### config.mk
export PLATFORM = sky130hd
export DESIGN_NAME = airlock_controller_flat
export DESIGN_NICKNAME = d
export VERILOG_FILES = /design/src/rtl/airlock_controller_if.sv /design/src/rtl/airlock_controller.sv /design/src/flat_wrapper.sv
export SDC_FILE = /design/constraint.sdc
export NUM_CORES = 1
export LEC_CHECK = 0
export CAP_MARGIN = 20
export CELL_PAD_IN_SITES_DETAIL_PLACEMENT = 1
export CELL_PAD_IN_SITES_GLOBAL_PLACEMENT = 1
export CORE_ASPECT_RATIO = 1.1
export CORE_MARGIN = 2
export CORE_UTILIZATION = 35
export DETAILED_ROUTE_END_ITERATION = 7
export PLACE_DENSITY_LB_ADDON = 0.1
export SLEW_MARGIN = 20
export SYNTH_ARGS = -nofsm -noshare
export SYNTH_HDL_FRONTEND = slang
export SYNTH_SLANG_ARGS = --single-unit
export TNS_END_PERCENT = 100
### constraint.sdc
create_clock -name clk -period 2.15 [get_ports clk]
set_input_delay 0.215 -clock clk [delete_from_list [all_inputs] [get_ports clk]]
set_output_delay 0.215 -clock clk [all_outputs]
set_load 0.02 [all_outputs]
### src/rtl/airlock_controller_if.sv
// Operator-panel and chamber signals of the airlock controller.
// The controller attaches through the slave modport; the panel/chamber side uses master.
interface airlock_controller_if;
  logic outerReq;
  logic innerReq;
  logic doorBlocked;
  logic pressurized;
  logic evacuated;
  logic pressurizeCtrl;
  logic evacuateCtrl;
  logic outerDoorOpen;
  logic innerDoorOpen;
  logic busy;
  logic fault;

  modport master (
    output outerReq, innerReq, doorBlocked, pressurized, evacuated,
    input  pressurizeCtrl, evacuateCtrl, outerDoorOpen, innerDoorOpen, busy, fault
  );

  modport slave (
    input  outerReq, innerReq, doorBlocked, pressurized, evacuated,
    output pressurizeCtrl, evacuateCtrl, outerDoorOpen, innerDoorOpen, busy, fault
  );
endinterface

### src/rtl/airlock_controller.sv
// Airlock sequencer: closes doors, drives the chamber to the required state, then
// opens the requested door for a dwell. A watchdog latches a sticky fault.
module airlock_controller #(
  parameter int unsigned DOOR_CYCLES = 8,
  parameter int unsigned TIMEOUT     = 16
) (
  input logic                 clk,
  input logic                 rst,
  airlock_controller_if.slave bus
);

  typedef enum logic [2:0] {
    IDLE,
    EVAC,
    PRESS,
    OPEN_OUTER,
    OPEN_INNER,
    FAULT
  } state_t;

  localparam logic [7:0] TO_LAST   = 8'(TIMEOUT - 1);
  localparam logic [7:0] DOOR_LAST = 8'(DOOR_CYCLES - 1);

  state_t     state, state_nx;
  logic [7:0] cnt, cnt_nx;

  always_ff @(posedge clk or negedge rst) begin
    if (!rst) begin
      state <= IDLE;
      cnt   <= '0;
    end else begin
      state <= state_nx;
      cnt   <= cnt_nx;
    end
  end

  always_comb begin
    state_nx = state;
    cnt_nx   = cnt + 8'd1;
    unique case (state)
      IDLE: begin
        cnt_nx = '0;
        if (bus.outerReq)
          state_nx = bus.evacuated ? OPEN_OUTER : EVAC;
        else if (bus.innerReq)
          state_nx = bus.pressurized ? OPEN_INNER : PRESS;
      end
      // Chamber status outranks the watchdog on the final allowed cycle.
      EVAC: begin
        if (bus.evacuated)
          state_nx = OPEN_OUTER;
        else if (cnt == TO_LAST)
          state_nx = FAULT;
      end
      PRESS: begin
        if (bus.pressurized)
          state_nx = OPEN_INNER;
        else if (cnt == TO_LAST)
          state_nx = FAULT;
      end
      OPEN_OUTER, OPEN_INNER: begin
        if (bus.doorBlocked)
          cnt_nx = '0;
        else if (cnt == DOOR_LAST)
          state_nx = IDLE;
      end
      FAULT: cnt_nx = '0;
      default: begin
        state_nx = IDLE;
        cnt_nx   = '0;
      end
    endcase
    if (state_nx != state)
      cnt_nx = '0;
  end

  // Outputs depend on the state register alone.
  always_comb begin
    bus.pressurizeCtrl = (state == PRESS);
    bus.evacuateCtrl   = (state == EVAC);
    bus.outerDoorOpen  = (state == OPEN_OUTER);
    bus.innerDoorOpen  = (state == OPEN_INNER);
    bus.busy           = (state != IDLE);
    bus.fault          = (state == FAULT);
  end

endmodule

### src/flat_wrapper.sv
// flat-port wrapper written by rule: the top's interface ports become plain ports
module airlock_controller_flat 
#(
  parameter int unsigned DOOR_CYCLES = 8,
  parameter int unsigned TIMEOUT     = 16
)
  (clk, rst, bus_outerReq, bus_innerReq, bus_doorBlocked, bus_pressurized, bus_evacuated, bus_pressurizeCtrl, bus_evacuateCtrl, bus_outerDoorOpen, bus_innerDoorOpen, bus_busy, bus_fault);
  airlock_controller_if bus_i ();
  input logic clk;
  input logic rst;
  input wire logic [$bits(bus_i.outerReq)-1:0] bus_outerReq;
  input wire logic [$bits(bus_i.innerReq)-1:0] bus_innerReq;
  input wire logic [$bits(bus_i.doorBlocked)-1:0] bus_doorBlocked;
  input wire logic [$bits(bus_i.pressurized)-1:0] bus_pressurized;
  input wire logic [$bits(bus_i.evacuated)-1:0] bus_evacuated;
  output wire logic [$bits(bus_i.pressurizeCtrl)-1:0] bus_pressurizeCtrl;
  output wire logic [$bits(bus_i.evacuateCtrl)-1:0] bus_evacuateCtrl;
  output wire logic [$bits(bus_i.outerDoorOpen)-1:0] bus_outerDoorOpen;
  output wire logic [$bits(bus_i.innerDoorOpen)-1:0] bus_innerDoorOpen;
  output wire logic [$bits(bus_i.busy)-1:0] bus_busy;
  output wire logic [$bits(bus_i.fault)-1:0] bus_fault;
  assign bus_i.outerReq = bus_outerReq;
  assign bus_i.innerReq = bus_innerReq;
  assign bus_i.doorBlocked = bus_doorBlocked;
  assign bus_i.pressurized = bus_pressurized;
  assign bus_i.evacuated = bus_evacuated;
  assign bus_pressurizeCtrl = bus_i.pressurizeCtrl;
  assign bus_evacuateCtrl = bus_i.evacuateCtrl;
  assign bus_outerDoorOpen = bus_i.outerDoorOpen;
  assign bus_innerDoorOpen = bus_i.innerDoorOpen;
  assign bus_busy = bus_i.busy;
  assign bus_fault = bus_i.fault;
  airlock_controller #(.DOOR_CYCLES(DOOR_CYCLES), .TIMEOUT(TIMEOUT)) u_core (.clk(clk), .rst(rst), .bus(bus_i));
endmodule
==> impl_metrics.yaml, run 1 <==
timing:
  grt_setup_unrepaired: "false"
  max_freq_mhz: 496
  slew_viol_final: 0
  finalCritPeriodShare_pct: 93.8
  skew_ns: 0.00121
  setup_slack_ns: 0.133
  maxSlewHeadroom_pct: 65.3
  hold_ws_ns: 0.273
  setup_viol_count_final: 0
  hold_viol: 0
  worstMarginPinSlew_ns: 0.519
  setup_tns_ns: 0
  fin_crit_ns: 2.02
clocking:
  cts_root_buf: "clkbuf_4"
  cts_tree: "done"
  clkTransAtPathRegs_ns: 0.08
  postCtsHoldBufs: 0
  clock_sinks: 11
  ctsLongestPathBuffers: 2
  htree_levels: 1
  clkLatencyLatePin_ns: 0.28
  cts_made_buffers: 3
floorplanning:
  ios: 13
  initial_core_util_pct: 36.7
  die_w_um: 47.5
  die_area_um2: 2460
  coreArea_um2: 1980
  rows: 17
  die_height_um: 51.8
route:
  wl_um: 1790
  viasPerCell: 5.24
  drc: 0
  ant_nets: 0
  initialDrtViolationCount: 4
  drt_pre_antenna_iters: 3
  wl_per_cell_um: 13.8
  via_count: 681
pwr:
  power_density_nw_per_um2: 663
  vdd_drop_max_v: 0.000476
  leakage_nw: 0.361
yosys:
  yosysSeqAreaShare_pct: 37.9
  syn_area_um2: 727
  synth_edf_count: 0
  yosysWarnings: 0
  synth.avg_cell_area_um2: 8.36
  syn_nets: 95
  synth_seq_cells: 11
  async_flop_share_pct: 100
  syn_inst: 87
  ys_dominant_reg_cell: "dfrtp_1"
  synth_cell_types: 34
grt:
  antenna_found_initial: 0
  grt_max_degree: 13
  grt_overflow: 0
  grt_pass1_wl_um: 3240
  grt_pass1_vias: 728
  groute.usage.overall_pct: 18.8
cells_and_area:
  area.sequential_um2: 277
  final_common_cell: "nor2_1"
  drive_gt1_share_pct: 10.8
  nets: 111
  fillCellCount: 249
  final_core_util_pct: 46.2
  mostFrequentLayoutCells: "nor2_1, clkdlybuf4s50_1, dfrtp_1"
  areaGrowthSynthToFinish_pct: 25.8
  antenna_cells: 0
  multiInputGateArea_um2: 418
critical_path:
  startpoint: "u_core.state[1]"
  arrival_ns: 1.80
  worst_setup_path_end_kind: "output pin"
  critPathKind: "reg -> out"
  worstPathMaxFanout: 12
  path_cells: "buf_4, nor2b_1, nand2_1, inv_1, clkdlybuf4s50_1"
  cp-start-kind: "register"
  r2r_start: "u_core.cnt[0]"
  cp.required_ns: 1.93
  slowest_stage: "clkdlybuf4s50_1"
  cp_top_family: "buffers and inverters"
  slowest_delay_ns: 0.59
  crit_buf_inv: 3
placed_design:
  gp_congestion: 0.834
  io_buffers: 12
  preCtsSetupSlack_ns: 0.0644
  place_hpwl_um: 1390
flow_run:
  drv_cap: 0
outcome:
  outcome: "finished clean"
min_path:
  hp-class: "in -> async"
[routing by layer]
layer	GRT usage, %	part of all wire, %	vias to the layer above
met1	22.2	45	332
li1	-	-	336
met2	30.9	50	9
met4	8.33	1.6	0
met3	5.21	3.0	4
met5	0	0	-
[state kept, by name (all words and copies together) (netlist names)]
register	flops
u_core.state	3
u_core.cnt	8
[worst register-to-register path, cell delays in order, from the launching register on]
cell	delay (ns)
dfrtp_1	0.37
ha_1	0.22
or4bb_1	0.54
o21ai_1	0.18
o2111a_1	0.22
o2111ai_2	0.18
nor2_1	0.15
[where the power goes]
group / switching (mW) / internal, mW / total, mW
Combinational: 0.115 / 0.0989 / 0.214
Sequential: 0.0198 / 0.223 / 0.243
Clock: 0.0798 / 0.0691 / 0.149
[cell families (layout without fill, tap and decap cells)]
family / count (synthesis) / count (layout) / synth area share, %
and+or+nand+nor: 39 / 39 / 28.7
buffers and inverters: 9 / 24 / 4.65
adders and majority gates: 1 / 1 / 1.72
DFF: 11 / 11 / 37.9
muxes: 1 / 1 / 1.38
AOI/OAI and AO/OA: 20 / 20 / 18.4
xor gates and xnor gates: 6 / 6 / 7.23
[final cells by class]
class / instances / share of cell area (%)
Clock buffer: 3 / 2.46
Inverter: 6 / 2.46
Clock inverter: 1 / 0.547
Multi-Input combinational cell: 67 / 45.7
Tap cell: 28 / 3.83
Timing Repair Buffer: 14 / 14.8
Sequential cell: 11 / 30.2
[repair_timing]
action / in CTS / in global routing
setup buffers: 0 / 0
resized for setup: 0 / 1
setup endpoints to repair: 0 / 1
[synthesized netlist by cell type, types with 3 or more instances]
library cell | count | area [um2]
nand2_1 | 5 | 18.8
nand3_1 | 3 | 15.0
xnor2_1 | 4 | 35.0
nor2_1 | 13 | 48.8
a21oi_1 | 6 | 30.0
o21ai_1 | 4 | 20.0
nor2b_1 | 3 | 18.8
inv_1 | 5 | 18.8
clkbuf_1 | 3 | 11.3
nor3_1 | 3 | 15.0
dfrtp_1 | 11 | 275
[metrics by stage]
| stage | cells | power [mW] | cell area [um2] |
|---|---|---|---|
| after floorplan | 87 | 0.371 | 727 |
| after global placement | 126 | 0.462 | 886 |
| after detailed placement | 126 | 0.466 | 886 |
| after CTS | 130 | 0.619 | 913 |
| after global routing | 130 | 0.650 | 915 |
| final | 130 | 0.606 | 915 |
[worst paths after layout]
kind / to / slack (ns) / depth (start not counted)
setup reg to reg: u_core.cnt[4] / 0.22 / 6
hold reg to reg: u_core.cnt[0] / 0.46 / 1
max in group asynchronous: u_core.state[2] / 1.50 / 1
hold / removal: u_core.cnt[6] / 0.27 / 1
min in group clk: u_core.cnt[0] / 0.46 / 1
setup / recovery: bus_fault / 0.13 / 5
Power figures use the tool's default switching activity.
==> run 2: changes to the inputs <==
Settings changed: CORE_ASPECT_RATIO 1.1 to 1.4, CORE_UTILIZATION 35 to 37.
Clock period 2.15 ns to 1.9 ns, I/O delays scaled along.
==> run 2 against run 1 <==
  * Register-to-register slack got worse by 0.13 ns
  * Sequential power increased by 9.9%
  * Non-clock buffer count increased by 9
  * Critical endpoint is now u_core.cnt[4]
  * Sequential cell count unchanged
  * Setup slack got worse by 0.041 ns
  * Highest routed layer unchanged
  * Largest cell class unchanged
  * Design area increased by 7.9%
  * Utilization increased by 5.7 points
  * Count of clock-buffer cells in the layout increased by 1
==> impl_metrics.yaml, run 2 (synthesized netlist as in run 1, its figures left out) <==
clocking:
  clkTransAtPathRegs_ns: 0.06
  ctsLongestPathBuffers: 2
  cts_tree: "done"
  clkLatencyLatePin_ns: 0.27
  htree_levels: 1
  cts_root_buf: "clkbuf_4"
  clock_sinks: 11
  postCtsHoldBufs: 0
  cts_made_buffers: 3
floorplanning:
  die_area_um2: 2340
  die_w_um: 41.5
  initial_core_util_pct: 38.2
  die_height_um: 56.4
  coreArea_um2: 1900
  ios: 13
  rows: 19
cells_and_area:
  multiInputGateArea_um2: 437
  areaGrowthSynthToFinish_pct: 35.8
  reg.largest.list: "u_core.cnt x8, u_core.state x3"
  drive_gt1_share_pct: 20.7
  instances_no_fill: 132
  nets: 120
  antenna_cells: 0
  area.sequential_um2: 277
  regMostFlops: "u_core.cnt"
  final_common_cell: "nor2_1"
  largest_reg_flops: 8
  mostFrequentLayoutCells: "nor2_1, buf_4, dfrtp_1"
  fillCellCount: 251
route:
  drt_pre_antenna_iters: 2
  wl_um: 1870
  viasPerCell: 5.37
  via_count: 709
  wl_per_cell_um: 14.1
  ant_nets: 0
  initialDrtViolationCount: 2
  drc: 0
grt:
  groute.usage.overall_pct: 18.7
  grt_max_degree: 13
  antenna_found_initial: 0
  grt_pass1_vias: 753
  grt_overflow: 0
  grt_pass1_wl_um: 3290
timing:
  maxSlewHeadroom_pct: 67.9
  worstMarginPinSlew_ns: 0.480
  max_freq_mhz: 553
  hold_viol: 0
  finalCritPeriodShare_pct: 95.2
  hold_ws_ns: 0.248
  setup_viol_count_final: 0
  fin_crit_ns: 1.81
  setup_tns_ns: 0
  slew_viol_final: 0
  setup_slack_ns: 0.0916
  skew_ns: 0.000275
placed_design:
  io_buffers: 12
  gp_congestion: 0.818
  preCtsSetupSlack_ns: -0.0968
  dpl.cell_count: 127
  place_hpwl_um: 1520
pwr:
  vdd_drop_max_v: 0.000521
  power_density_nw_per_um2: 698
  leakage_nw: 0.436
flow_run:
  drv_cap: 0
min_path:
  hp-class: "in -> async"
critical_path:
  reg2reg_depth: 5
  worstPathMaxFanout: 6
  cp.required_ns: 2.05
  critPathKind: "reg -> reg"
  worst_setup_path_end_kind: "register"
  cp-start-kind: "register"
  arrival_ns: 1.96
outcome:
  outcome: "finished clean"
[run 2: layout make-up]
type,instances,share of cell area [%]
clock buffer,4,2.66
inverter,6,2.28
multi-input combinational,67,44.2
sequential,11,28.0
tap,21,2.66
timing repair buffer,23,20.2
[run 2: power by group]
part	switching, mW	internal (mW)
sequential	0.0138	0.253
clock	0.0734	0.0813
combinational	0.147	0.120
total	0.234	0.455
[run 2: critical path, stage by stage, from the launching register on]
cell,delay [ns]
dfrtp_1,0.38
or4_4,0.58
a211o_1,0.27
o2111a_1,0.15
o2111ai_2,0.23
nor2_1,0.08
[run 2: routing by layer]
layer / track usage, % / routed length (um) / vias to the layer above
met1: 20.3 / 749 / 343
met5: 0 / 0 / -
met2: 33.0 / 1010 / 11
met4: 13.8 / 56 / 0
li1: - / - / 351
met3: 1.29 / 50 / 4
[run 2: what timing repair did]
action	4_1_cts	5_1_grt
buffers inserted	0	1
setup endpoints to repair	5	9
pin swaps	0	4
resized for setup	6	5
[run 2: worst paths after layout]
check	start	to	slack (ns)
worst min-delay path	rst	u_core.state[1]	0.25
worst max register to register	u_core.cnt[4]	u_core.cnt[4]	0.09
min in group clk	u_core.cnt[0]	u_core.cnt[0]	0.55
worst max-delay path	u_core.cnt[4]	u_core.cnt[4]	0.09
max in group asynchronous	rst	u_core.state[2]	1.30
worst min register to register	u_core.cnt[0]	u_core.cnt[0]	0.55
[run 2: per-stage QoR]
stage	power [mW]	cell area (um2)	utilization [%]
floorplan	0.420	727	-
global placement	0.538	937	49.3
detailed placement	0.544	937	49.3
CTS	0.691	958	50.4
global route	0.743	987	51.9
finish	0.689	987	51.9
==> RTL change: new RTL, flow settings as in run 1 <==
Re-encode `state_t` (6 states) as Gray code, 3 bits wide.
--- a/src/rtl/airlock_controller.sv
+++ b/src/rtl/airlock_controller.sv
@@ -11,10 +11,10 @@
 
   typedef enum logic [2:0] {
-    IDLE,
-    EVAC,
-    PRESS,
-    OPEN_OUTER,
-    OPEN_INNER,
-    FAULT
+    IDLE       = 3'b000,
+    EVAC       = 3'b001,
+    PRESS      = 3'b011,
+    OPEN_OUTER = 3'b010,
+    OPEN_INNER = 3'b110,
+    FAULT      = 3'b111
   } state_t;
 
Check against the original RTL: no difference found for any inputs over 10 cycles, from zero or initial values and one cycle with rst low; not proved beyond that.
==> RTL change against run 1 <==
Synthesized area is 7.2% higher. Power rose by 33%. Cell area rose by 2.1%. Routed wire length increased by 2.2%. Sequential cell count unchanged. Worst setup slack better by 0.014 ns. Hold slack improved by 0.010 ns. Largest cell class unchanged.
==> RTL change: results (changes against run 1) <==
Clock network
  • Clock Tree Root: clkbuf_4
  • Post CTS Setup Buffer Count: 0 (unchanged)
  • H-tree depth: 1 (unchanged)
  • Clk slew on worst S/H paths: 0.08 ns (about the same)
  • CTS max path bufs: 2 (unchanged)
  • Cts bufs inserted: 3 (unchanged)
  • Skew-Pair Late Insertion Delay: 0.27 ns

Place
  • Dpl hpwl: 1.36 mm (-1.8%)
  • Routability cong.: 0.682 (-18%)
  • Cell count after placement: 115 (-8.7%)
  • Placed inst area: 905 sq um (+2.1%)
  • Post-placement setup slack: 0.246 ns (+0.181 ns)
  • Port bufs: 12 (unchanged)

GRT
  • Global-route wire length before repair: 3.23 mm (-0.43%)
  • GRT Total Usage: 16.5% (-2.4 points)
  • Largest net degree at the start of global routing: 17 (+4)
  • Initial antenna violation count: 0 (unchanged)
  • Vias in the first global route: 656 (-9.9%)

Drt
  • TritonRoute pass-1 iters: 2 (-1)
  • Routed vias/inst: 5.45 (+3.9%)
  • Initial DRC count: 1 (-3)
  • WL final: 1.83 mm (+2.2%)
  • Total number of vias: 648 (-4.8%)

Synthesis
  • Synth warn: 0 (unchanged)
  • Ranking of synthesized cells by area: dfrtp_1, nor3_1, xnor2_1, nor4_4, a211oi_4
  • Synth cell count leaders: dfrtp_1, nor3_1, nand2_1, nand3_1, xnor2_1
  • Top_reg_cell synth: dfrtp_1
  • Cells after synthesis: 80 (-8.0%)
  • Synth cell types: 39 (+15%)
  • Syn nets: 88 (-7.4%)
  • Sequential area share after synthesis: 35.3% (-2.6 points)

Setup path
  • R2R Path End: u_core.cnt[4]$_DFF_PN0_
  • Arrival @ worst endpoint: 1.79 ns
  • Reg2Reg Launch Point: u_core.cnt[0]$_DFF_PN0_
  • Crit Path Max Fanout: 10 (-2)
  • FF-to-FF setup slack: 0.33 ns (+0.11 ns)
  • Worst Reg-to-Reg Cells: 5 (-1)
  • Slowest CP cell: clkdlybuf4s50_1
  • Max incr delay on CP: 0.60 ns
  • CP top delay family: buffers and inverters

Outcome
  • Status: finished, final reports clean

Cells and area
  • Share of cells above drive strength 1: 15.4% (+4.6 points)
  • Fillers: 262 (+5.2%)
  • Largest registers: u_core.cnt: 8 flops, u_core.state: 3 flops
  • Nets@finish: 100 (-9.9%)
  • Diode count: 0 (unchanged)

Hold path
  • Worst Hold Class: input port to asynchronous set/reset pin

Pwr
  • VDD IR max: 0.000518 V (+8.7%)
  • Leakage dissipation: 0.355 nW (-1.6%)

Timing
  • Worst hold slack: 0.283 ns (+0.0102 ns)
  • Worst Skew: 0.00572 ns (+0.00451 ns)
  • Slew headroom: 64.6% (-0.65 points)
-- RTL change: cell types whose count changed after synthesis, moves of 2 or more --
cell and delta:
buf_2 +2, nor3_1 +4, inv_1 -3, clkbuf_1 -2
nor2_1 -10, o21ai_1 -3, a21oi_1 -4, nor4_1 +3
-- RTL change: timing repair --
action / CTS / global route
hold endpoints to repair: 0 / 0
resized for setup: 0 / 2
setup endpoints to repair: 0 / 2
-- RTL change: metal layers --
| metal | global-route usage, % | vias to the layer above | part of all wire (%) |
|---|---|---|---|
| met5 | 0 | - | 0 |
| met4 | 8.57 | 0 | 1.5 |
| met3 | 2.54 | 4 | 2.1 |
| met2 | 26.7 | 10 | 50 |
| met1 | 21.4 | 315 | 46 |
| li1 | - | 319 | - |
-- RTL change: logic make-up (layout without fill, tap and decap cells) --
family / count (synthesis) / in the layout / share of synthesized area (%)
AOI/OAI and AO/OA: 16 / 16 / 18.6
xor gates and xnor gates: 6 / 6 / 6.74
adders and majority gates: 1 / 1 / 1.60
buffers and inverters: 7 / 18 / 4.81
DFF: 11 / 11 / 35.3
muxes: 1 / 1 / 1.44
and+or+nand+nor: 38 / 38 / 31.5
-- RTL change: power breakdown --
group	internal [mW]	leakage, nW	switching, mW
registers	0.246	0.143	0.0813
logic	0.165	0.197	0.165
clock network	0.0719	0.0150	0.0753
-- RTL change: final cells by class --
type,instances,area (sq um),share of cell area [%]
Inverter,2,7.51,0.804
Clock buffer,4,26.3,2.82
Sequential cell,11,278,29.8
Tap cell,28,35.0,3.75
Multi-Input combinational cell,62,467,50.0
Timing Repair Buffer,12,120,12.9
-- RTL change: worst max-delay path by stage --
stage | startpoint | endpoint | slack (ns)
2_1_floorplan | u_core.cnt[0]$_DFF_PN0_ | u_core.cnt[3]$_DFF_PN0_ | 0.48
3_3_place_gp | bus_outerReq | u_core.cnt[1]$_DFF_PN0_ | 0.25
3_5_place_dp | bus_outerReq | u_core.cnt[4]$_DFF_PN0_ | 0.25
4_1_cts | u_core.state[0]$_DFF_PN0_ | bus_evacuateCtrl | 0.09
5_1_grt | u_core.state[0]$_DFF_PN0_ | bus_innerDoorOpen | 0.06
6_report | u_core.state[0]$_DFF_PN0_ | bus_innerDoorOpen | 0.15
